===== src/rtl/lsu_pkg.sv =====
`default_nettype none
// ============================================================================
// Module      : lsu_pkg
// Description : Shared definitions for the load/store unit: RV32I funct3
//               width codes, FSM state encoding and decode helpers.
// Revision    : 1.0 - initial release
// ============================================================================
package lsu_pkg;

   // RV32I load/store width and sign codes
   localparam logic [2:0] F3_B  = 3'b000;
   localparam logic [2:0] F3_H  = 3'b001;
   localparam logic [2:0] F3_W  = 3'b010;
   localparam logic [2:0] F3_BU = 3'b100;
   localparam logic [2:0] F3_HU = 3'b101;

   typedef enum logic [1:0] {
      ST_IDLE = 2'd0,
      ST_REQ  = 2'd1,
      ST_RESP = 2'd2
   } lsu_state_e;

   // Stores accept only B/H/W; loads additionally accept BU/HU
   function automatic logic f3_legal(input logic we, input logic [2:0] f3);
      logic ok;
      ok = 1'b0;
      case (f3)
         F3_B, F3_H, F3_W: ok = 1'b1;
         F3_BU, F3_HU:     ok = ~we;
         default:          ok = 1'b0;
      endcase
      return ok;
   endfunction

   // Halfword needs addr[0]==0, word needs addr[1:0]==0
   function automatic logic f3_misaligned(input logic [2:0] f3, input logic [1:0] lo);
      logic mis;
      mis = 1'b0;
      case (f3[1:0])
         2'b01:   mis = lo[0];
         2'b10:   mis = (lo != 2'b00);
         default: mis = 1'b0;
      endcase
      return mis;
   endfunction

endpackage
`default_nettype wire


===== src/rtl/lsu_align.sv =====
`default_nettype none
// ============================================================================
// Module      : lsu_align
// Description : Combinational lane logic. Request side builds byte enables
//               and lane-replicated store data; response side extracts and
//               sign/zero-extends the addressed byte/halfword of a load.
// Revision    : 1.0 - initial release
// ============================================================================
module lsu_align
   import lsu_pkg::*;
(
   input  logic [2:0]  funct3_i,
   input  logic [1:0]  addr_lo_i,
   input  logic [31:0] wdata_i,
   output logic [3:0]  be_o,
   output logic [31:0] wdata_o,
   input  logic [2:0]  ld_funct3_i,
   input  logic [1:0]  ld_addr_lo_i,
   input  logic [31:0] rdata_i,
   output logic [31:0] ldata_o
);

   logic [7:0]  w_byte;
   logic [15:0] w_half;

   // Byte enables and replicated store data from access size and low address bits
   always_comb begin
      be_o    = 4'b1111;
      wdata_o = wdata_i;
      case (funct3_i[1:0])
         2'b00: begin
            be_o    = 4'b0001 << addr_lo_i;
            wdata_o = {4{wdata_i[7:0]}};
         end
         2'b01: begin
            be_o    = 4'b0011 << {addr_lo_i[1], 1'b0};
            wdata_o = {2{wdata_i[15:0]}};
         end
         default: begin
            be_o    = 4'b1111;
            wdata_o = wdata_i;
         end
      endcase
   end

   // Select the addressed lane of the read word and extend it to 32 bits
   always_comb begin
      w_byte  = rdata_i[7:0];
      case (ld_addr_lo_i)
         2'b00:   w_byte = rdata_i[7:0];
         2'b01:   w_byte = rdata_i[15:8];
         2'b10:   w_byte = rdata_i[23:16];
         default: w_byte = rdata_i[31:24];
      endcase
      w_half  = ld_addr_lo_i[1] ? rdata_i[31:16] : rdata_i[15:0];
      ldata_o = rdata_i;
      case (ld_funct3_i)
         F3_B:    ldata_o = {{24{w_byte[7]}}, w_byte};
         F3_BU:   ldata_o = {24'h000000, w_byte};
         F3_H:    ldata_o = {{16{w_half[15]}}, w_half};
         F3_HU:   ldata_o = {16'h0000, w_half};
         default: ldata_o = rdata_i;
      endcase
   end

endmodule
`default_nettype wire


===== src/rtl/lsu.sv =====
`default_nettype none
// ============================================================================
// Module      : lsu
// Description : RV32I load/store unit. IDLE/REQ/RESP FSM with capture
//               registers driving a req/gnt/rvalid data-memory port and a
//               single-cycle writeback pulse.
//               Optional macro LSU_MISALIGN_TRAP_EN: misaligned halfword/word
//               accesses raise exc_valid_o instead of going to memory.
// Revision    : 1.0 - initial release
// ============================================================================
module lsu
   import lsu_pkg::*;
(
   input  logic        clk_i,
   input  logic        rst_ni,
   input  logic        req_valid_i,
   output logic        req_ready_o,
   input  logic        mem_we_i,
   input  logic [2:0]  funct3_i,
   input  logic [31:0] addr_i,
   input  logic [31:0] wdata_i,
   input  logic [4:0]  rd_i,
   output logic        dmem_req_o,
   output logic        dmem_we_o,
   output logic [31:0] dmem_addr_o,
   output logic [3:0]  dmem_be_o,
   output logic [31:0] dmem_wdata_o,
   input  logic        dmem_gnt_i,
   input  logic        dmem_rvalid_i,
   input  logic [31:0] dmem_rdata_i,
   output logic        wb_valid_o,
   output logic [4:0]  wb_rd_o,
   output logic [31:0] wb_data_o,
   output logic        exc_valid_o,
   output logic [31:0] exc_addr_o
);

   lsu_state_e  state_q, state_d;
   logic        we_q;
   logic [2:0]  f3_q;
   logic [1:0]  addr_lo_q;
   logic [4:0]  rd_q;
   logic [31:0] dmem_addr_q;
   logic [3:0]  be_q;
   logic [31:0] wdata_q;
   logic        wb_valid_q;
   logic [4:0]  wb_rd_q;
   logic [31:0] wb_data_q;

   logic        w_accept;
   logic        w_legal;
   logic        w_trap;
   logic        w_start;
   logic [3:0]  w_be;
   logic [31:0] w_wdata;
   logic [31:0] w_ldata;

   assign w_accept = req_valid_i && (state_q == ST_IDLE);
   assign w_legal  = f3_legal(mem_we_i, funct3_i);
   assign w_start  = w_accept && w_legal && !w_trap;

   lsu_align u_align (
      .funct3_i     (funct3_i),
      .addr_lo_i    (addr_i[1:0]),
      .wdata_i      (wdata_i),
      .be_o         (w_be),
      .wdata_o      (w_wdata),
      .ld_funct3_i  (f3_q),
      .ld_addr_lo_i (addr_lo_q),
      .rdata_i      (dmem_rdata_i),
      .ldata_o      (w_ldata)
   );

   // FSM state register
   always_ff @(posedge clk_i or negedge rst_ni) begin
      if (!rst_ni) state_q <= ST_IDLE;
      else         state_q <= state_d;
   end

   // Next state and state-decoded handshake outputs
   always_comb begin
      state_d     = state_q;
      req_ready_o = 1'b0;
      dmem_req_o  = 1'b0;
      case (state_q)
         ST_IDLE: begin
            req_ready_o = 1'b1;
            if (w_start) state_d = ST_REQ;
         end
         ST_REQ: begin
            dmem_req_o = 1'b1;
            if (dmem_gnt_i) state_d = we_q ? ST_IDLE : ST_RESP;
         end
         ST_RESP: begin
            if (dmem_rvalid_i) state_d = ST_IDLE;
         end
         default: state_d = ST_IDLE;
      endcase
   end

   // Write strobe only accompanies an outstanding request
   assign dmem_we_o    = dmem_req_o && we_q;
   assign dmem_addr_o  = dmem_addr_q;
   assign dmem_be_o    = be_q;
   assign dmem_wdata_o = wdata_q;

   // Capture the accepted op; illegal or trapped ops leave these untouched
   always_ff @(posedge clk_i or negedge rst_ni) begin
      if (!rst_ni) begin
         we_q        <= 1'b0;
         f3_q        <= 3'b000;
         addr_lo_q   <= 2'b00;
         rd_q        <= 5'd0;
         dmem_addr_q <= 32'h0;
         be_q        <= 4'h0;
         wdata_q     <= 32'h0;
      end else if (w_start) begin
         we_q        <= mem_we_i;
         f3_q        <= funct3_i;
         addr_lo_q   <= addr_i[1:0];
         rd_q        <= rd_i;
         dmem_addr_q <= {addr_i[31:2], 2'b00};
         be_q        <= w_be;
         wdata_q     <= w_wdata;
      end
   end

   // Register extended load data on rvalid; pulse is suppressed for x0
   always_ff @(posedge clk_i or negedge rst_ni) begin
      if (!rst_ni) begin
         wb_valid_q <= 1'b0;
         wb_rd_q    <= 5'd0;
         wb_data_q  <= 32'h0;
      end else begin
         wb_valid_q <= 1'b0;
         if ((state_q == ST_RESP) && dmem_rvalid_i) begin
            wb_valid_q <= (rd_q != 5'd0);
            wb_rd_q    <= rd_q;
            wb_data_q  <= w_ldata;
         end
      end
   end

   assign wb_valid_o = wb_valid_q;
   assign wb_rd_o    = wb_rd_q;
   assign wb_data_o  = wb_data_q;

`ifdef LSU_MISALIGN_TRAP_EN
   logic        exc_valid_q;
   logic [31:0] exc_addr_q;

   assign w_trap = w_accept && w_legal && f3_misaligned(funct3_i, addr_i[1:0]);

   // One-cycle exception pulse carrying the faulting address
   always_ff @(posedge clk_i or negedge rst_ni) begin
      if (!rst_ni) begin
         exc_valid_q <= 1'b0;
         exc_addr_q  <= 32'h0;
      end else begin
         exc_valid_q <= w_trap;
         if (w_trap) exc_addr_q <= addr_i;
      end
   end

   assign exc_valid_o = exc_valid_q;
   assign exc_addr_o  = exc_addr_q;
`else
   assign w_trap      = 1'b0;
   assign exc_valid_o = 1'b0;
   assign exc_addr_o  = 32'h0;
`endif

endmodule
`default_nettype wire


===== config.mk =====
export PLATFORM = sky130hd
export DESIGN_NAME = lsu
export DESIGN_NICKNAME = d
export VERILOG_FILES = /design/src/rtl/lsu_pkg.sv /design/src/rtl/lsu_align.sv /design/src/rtl/lsu.sv
export SDC_FILE = /design/constraint.sdc
export NUM_CORES = 1
export LEC_CHECK = 0
export ABC_AREA = 1
export ABC_CLOCK_PERIOD_IN_PS = 2750
export CAP_MARGIN = 30
export CORE_MARGIN = 4
export CORE_UTILIZATION = 35
export CTS_CLUSTER_SIZE = 28
export DETAILED_ROUTE_END_ITERATION = 6
export GPL_TIMING_DRIVEN = 1
export PLACE_DENSITY = 0.67
export SYNTH_ARGS = -nofsm -noshare
export SYNTH_HDL_FRONTEND = slang
export SYNTH_HIERARCHICAL = 1
export SYNTH_SLANG_ARGS = --single-unit

===== constraint.sdc =====
create_clock -name clk_i -period 2.75 [get_ports clk_i]
set_clock_uncertainty 0.05 [all_clocks]
set_input_delay 0.6875 -clock clk_i [delete_from_list [all_inputs] [get_ports clk_i]]
set_output_delay 0.6875 -clock clk_i [all_outputs]
set_load 0.01 [all_outputs]

==> metrics.md <==
| Metric | Value |
|---|---|
| Slew @ Worst Pin | 751 ps |
| Final setup fails | 0 |
| Cell area after synthesis | 6210 sq um |
| Unique masters post-synth | 31 |
| Fin crit period | 2500 ps |
| R2R Setup Slk | 800 ps |
| Area growth, synth to finish | 44.5% |
| Top Family by Delay on Critical Path | buffers and inverters |
| Syn Area/Cell | 8.23 sq um |
| Number of global-route vias before repair | 5426 |
| Max VDD drop | 0.000484 V |
| Buf/Inv on CP | 2 |
| Reg-to-reg critical path startpoint | addr_lo_q[1] |
| Rows | 48 |
| Cells after Synth | 755 |
| CTS tree | done |
| Largest net degree at the start of global routing | 83 |
| Switching power | 0.00349 W |
| Post-route antenna net violation count | 0 |
| GPL Wtd Cong | 0.894 |
| Leakage | 4.53 nW |
| CP startpoint | state_q[1] |
| Die height | 141 um |
| Total grt overflow | 0 |
| Die X | 141 um |
| Global Route Usage Sum | 18.5% |
| Post-DP HPWL | 13500 um |
| Post-DR wirelength/cell | 15.3 um |
| N_diodes | 0 |
| Initial antenna violation count | 0 |
| Vias | 5534 |
| Sequential share of power | 31.2% |
| RSZ-0062 raised after global routing | no |
| Switching share of power | 35.9% |
| Core Util, Final | 51.7% |
| Worst Path Arrival | 1760 ps |
| Initial core utilization | 35.8% |
| Io pins | 252 |
| Yosys top cell area share | 47.1% |
| Fin crit share | 90.8% |
| DRC violations left | 0 |
| Slew headroom | 49.8% |
| Commonest cells post-synth | 356 x nand2_1, 117 x dfrtp_1, 44 x buf_4, 43 x nand3_1, 35 x inv_1 |
| Int Power | 0.00622 W |
| Fin Setup TNS | 0 ps |
| First-pass GRT wire length | 29000 um |
| Core Region | 17400 sq um |
| IO Port Bufs | 216 |
| First DRT Iteration DRCs | 230 |
| First-pass DRT Iterations | 4 |
| Synth area leaders | dfrtp_1 47%, nand2_1 22%, buf_4 5.3% |
| # resized after CTS | 0 |
| CP peak stage delay | 600 ps |
| Worst-path maximum fanout | 4 |
| DIE AREA | 20000 sq um |
| RR Endpoint | wb_data_o[10] |
| Crit. End Element | output port |
| Via density | 4.62 |
| Clock Sinks | 117 |
| Fillers | 1684 |
| Logic pwr share | 44.7% |
| CP Cell Sequence | inv_1 -> nand2_1 -> nor2_1 -> clkdlybuf4s50_1 |
| Ys Warns | 6 |
| Synth area leader | dfrtp_1 |
| Final nets | 1070 |
| Hold bufs inserted after CTS | 0 |
| Root Buffer Master | clkbuf_16 |
| Setup bufs post-CTS | 0 |
| Share of layout cells above drive strength 1 | 9.76% |
| Clk pwr share | 24.1% |
| Max-capacitance violation count | 0 |
| Critical Path RT | 2010 ps |
| Dominant cell by count in the synthesized netlist | nand2_1 |
| Worst r2r path cells | 7 |
| FMAX | 0.400 GHz |
| Outcome | finished clean |
| Worst-Skew Late Latency | 410 ps |
| Sequential area share after synthesis | 47.1% |
| CTS max path bufs | 2 |
| Yosys reg bits | 117 |
| Crit path max-delay cell type | clkdlybuf4s50_1 |
| Synth async-reset ratio | 100% |
| Post-Route WL | 18400 um |
| Hold Path Class | in2async |
| H-tree levels | 4 |
| Total Power | 0.00971 W |
| Reg clk slew, reported paths | 60 ps |
| Top_reg_cell synth | dfrtp_1 |
| Final hold violations | 0 |
| Setup crit start kind | register |
| PwrDens | 1080 nW/um^2 |
| EDFF count, synth | 0 |
| WS Path Type | reg2out |
| Max Slew Vio Count | 0 |
| TritonCTS buffer count | 17 |
==> sequential cells by signal (all words and copies together) (netlist names) <==
name,flops
we_q,1
wb_data_o,32
wb_valid_o,1
state_q,2
rd_q,5
dmem_addr_o,30
dmem_be_o,4
addr_lo_q,2
wb_rd_o,5
dmem_wdata_o,32
f3_q,3
==> kinds of logic after synthesis <==
kind of cell	Yosys count	share of synthesized area (%)
buf+inv	116	11.8
compound gates	52	5.01
flops	117	47.1
mux	32	7.01
simple gates	437	29.0
other cells	1	0.0603
==> power groups by stage <==
stage | Combinational, W | Clock, W | Sequential [W]
floorplan | 0.00203 | 0 | 0.00329
global placement | 0.00435 | 0 | 0.00303
detailed placement | 0.00439 | 0 | 0.00305
CTS | 0.00440 | 0.00240 | 0.00304
global route | 0.00478 | 0.00247 | 0.00316
finish | 0.00434 | 0.00234 | 0.00303
==> cell type report <==
cell class	count	area, sq um	share of cell area (%)
clock buffers	17	425	4.74
clock inverters	15	195	2.17
inverters	38	143	1.59
multi-input cells	556	2680	29.8
flip-flops and latches	117	2930	32.6
well taps	225	282	3.14
repair buffers	230	2330	25.9
==> through the flow <==
| step | instances | area, sq um | hold WS, ps | worst slack, ps |
|---|---|---|---|---|
| global placement | 1166 | 8360 | 403 | 421 |
| CTS | 1198 | 8980 | 254 | 221 |
| floorplan | 789 | 6340 | 342 | 1020 |
| detailed placement | 1166 | 8360 | 407 | 381 |
| finish | 1198 | 8980 | 248 | 252 |
| global route | 1198 | 8980 | 270 | 163 |
==> cell usage in the layout, fill, tap and decap left out, drive strengths merged, types with 3 or more instances in the layout <==
master / count
mux2: 32
clkdlybuf4s50: 215
o21ai: 35
conb: 35
inv: 44
dfrtp: 117
o211ai: 12
nor2: 23
clkbuf: 17
a21oi: 3
nand2: 361
clkinv: 5
buf: 15
nand3: 50
bufinv: 3
==> worst max-delay path by stage <==
stage,to,slack [ps],cells after the start
after floorplan,wb_data_o[22],1020,8
after global placement,f3_q[2],420,7
after detailed placement,dmem_wdata_o[25],380,6
after CTS,dmem_we_o,220,4
after global routing,dmem_we_o,160,4
final,dmem_we_o,250,4
==> metal layers <==
metal	wire length (um)	global-route usage (%)	vias up
met4	252	5.76	0
met5	0	0	-
met2	8570	29.6	238
met1	7670	23.1	2575
li1	-	-	2705
met3	1870	7.31	16
Power figures use the tool's default switching activity.
==> RTL edit (same flow settings) <==
The option `LSU_MISALIGN_TRAP_EN` is turned on by a define.
--- a/src/rtl/lsu.sv
+++ b/src/rtl/lsu.sv
@@ -8,6 +8,8 @@
 //               accesses raise exc_valid_o instead of going to memory.
 // Revision    : 1.0 - initial release
 // ============================================================================
+`define LSU_MISALIGN_TRAP_EN
+
 module lsu
    import lsu_pkg::*;
 (
Formal check against the unedited RTL: not equivalent (a bounded check fails within 4 cycles, from zero or initial values and one cycle with rst_ni low).
==> RTL edit against the original RTL <==
- cell area grew 16%
- wire length increased by 23%
- sequential cell count up 33
- synthesized area up 15%
- maximum frequency shrank 1.3%
- sequential power rose by 13%
- count of clock-buffer cells in the layout did not move
- worst setup slack got worse by 0.033 ns
- total power is 3.0% lower
- sequential share of layout area grew 3.4 points
- highest routed layer is now met5
==> RTL edit: results <==
export IMPL_design_power_total_mw=9.42
export IMPL_use_met3_pct=6.25
export IMPL_pre_cts_ws_ns=0.0852
export IMPL_use_met1_pct=25.2
export IMPL_nNetsFinal=1250
export IMPL_n_fill_cell=1845
export IMPL_max_slew_margin_pct=53.8
export IMPL_grt_use_total_pct=19.7
export IMPL_grt_pass1_wl_mm=35.2
export IMPL_wl_met1_mm=9.34
export IMPL_drt_total_wl_mm=22.7
export IMPL_yosys_top_cells_area="dfrtp_1, nand2_1, nand3_1"
export IMPL_top_layer="met5"
export IMPL_combPwrFrac_pct=39.3
export IMPL_power_share_clock_pct=24.3
export IMPL_cpPeakStageDelay_ns=0.54
export IMPL_p_leak_nw=5.22
export IMPL_grt_pass1_vias=6526
export IMPL_yosys_mux_area_fraction_pct=0
export IMPL_hpwl_mm=16.4
export IMPL_yosys_top_cells_count="nand2_1, dfrtp_1, nand3_1, inv_1, o21ai_1"
export IMPL_dr_pass1_iters=5
export IMPL_portBuffers=249
export IMPL_yosysSeqAreaShare_pct=52.6
export IMPL_drt_initial_drc_count=309
export IMPL_status="finished clean"
export IMPL_synthAdderAreaFrac_pct=0.351
[RTL edit: changes by cell type after synthesis, sizes merged, moves of 2 or more]
cell	before	now
nor2	23	30
nand3	50	89
o21ai	35	94
nand2	361	389
ha	0	2
a21oi	3	7
dfrtp	117	150
buf	69	39
inv	38	72
clkbuf	9	20
mux2	32	0
[RTL edit: critical path: cells and delay by family, from the launching register on]
kind | cells | cell delay, ns
buf+inv | 3 | 0.70
flops | 1 | 0.45
simple gates | 2 | 0.22
[RTL edit: final timing paths]
path / startpoint / cells after the start / endpoint / slack [ns]
worst max register to register: addr_lo_q[1] / 8 / wb_data_o[23] / 0.83
worst max-delay path: state_q[0] / 5 / dmem_we_o / 0.22
worst min register to register: wb_data_o[15] / 2 / wb_data_o[15] / 0.42
worst min-delay path: rst_ni / 1 / exc_addr_o[8] / 0.15
max in group asynchronous: rst_ni / 2 / dmem_be_o[1] / 1.80
min in group clk_i: wb_data_o[15] / 2 / wb_data_o[15] / 0.42
[RTL edit: stage by stage]
step / instances / instance area [sq um]
2_1_floorplan: 910 / 7140
3_3_place_gp: 1384 / 9860
3_5_place_dp: 1384 / 9860
4_1_cts: 1415 / 10400
5_1_grt: 1415 / 10400
6_report: 1415 / 10400
[RTL edit: area by class of cell]
type,instances,area share (%)
Sequential cell,150,36.0
Multi-Input combinational cell,629,26.5
Timing Repair Buffer,268,26.4
Clock buffer,17,4.08
Tap cell,265,3.18
Inverter,72,2.59
Clock inverter,14,1.33
[RTL edit: cell families after synthesis]
kind of cell | count (synthesis)
simple gates | 511
buf+inv | 131
flops | 150
compound gates | 114
fa+ha+maj | 2
other cells | 1
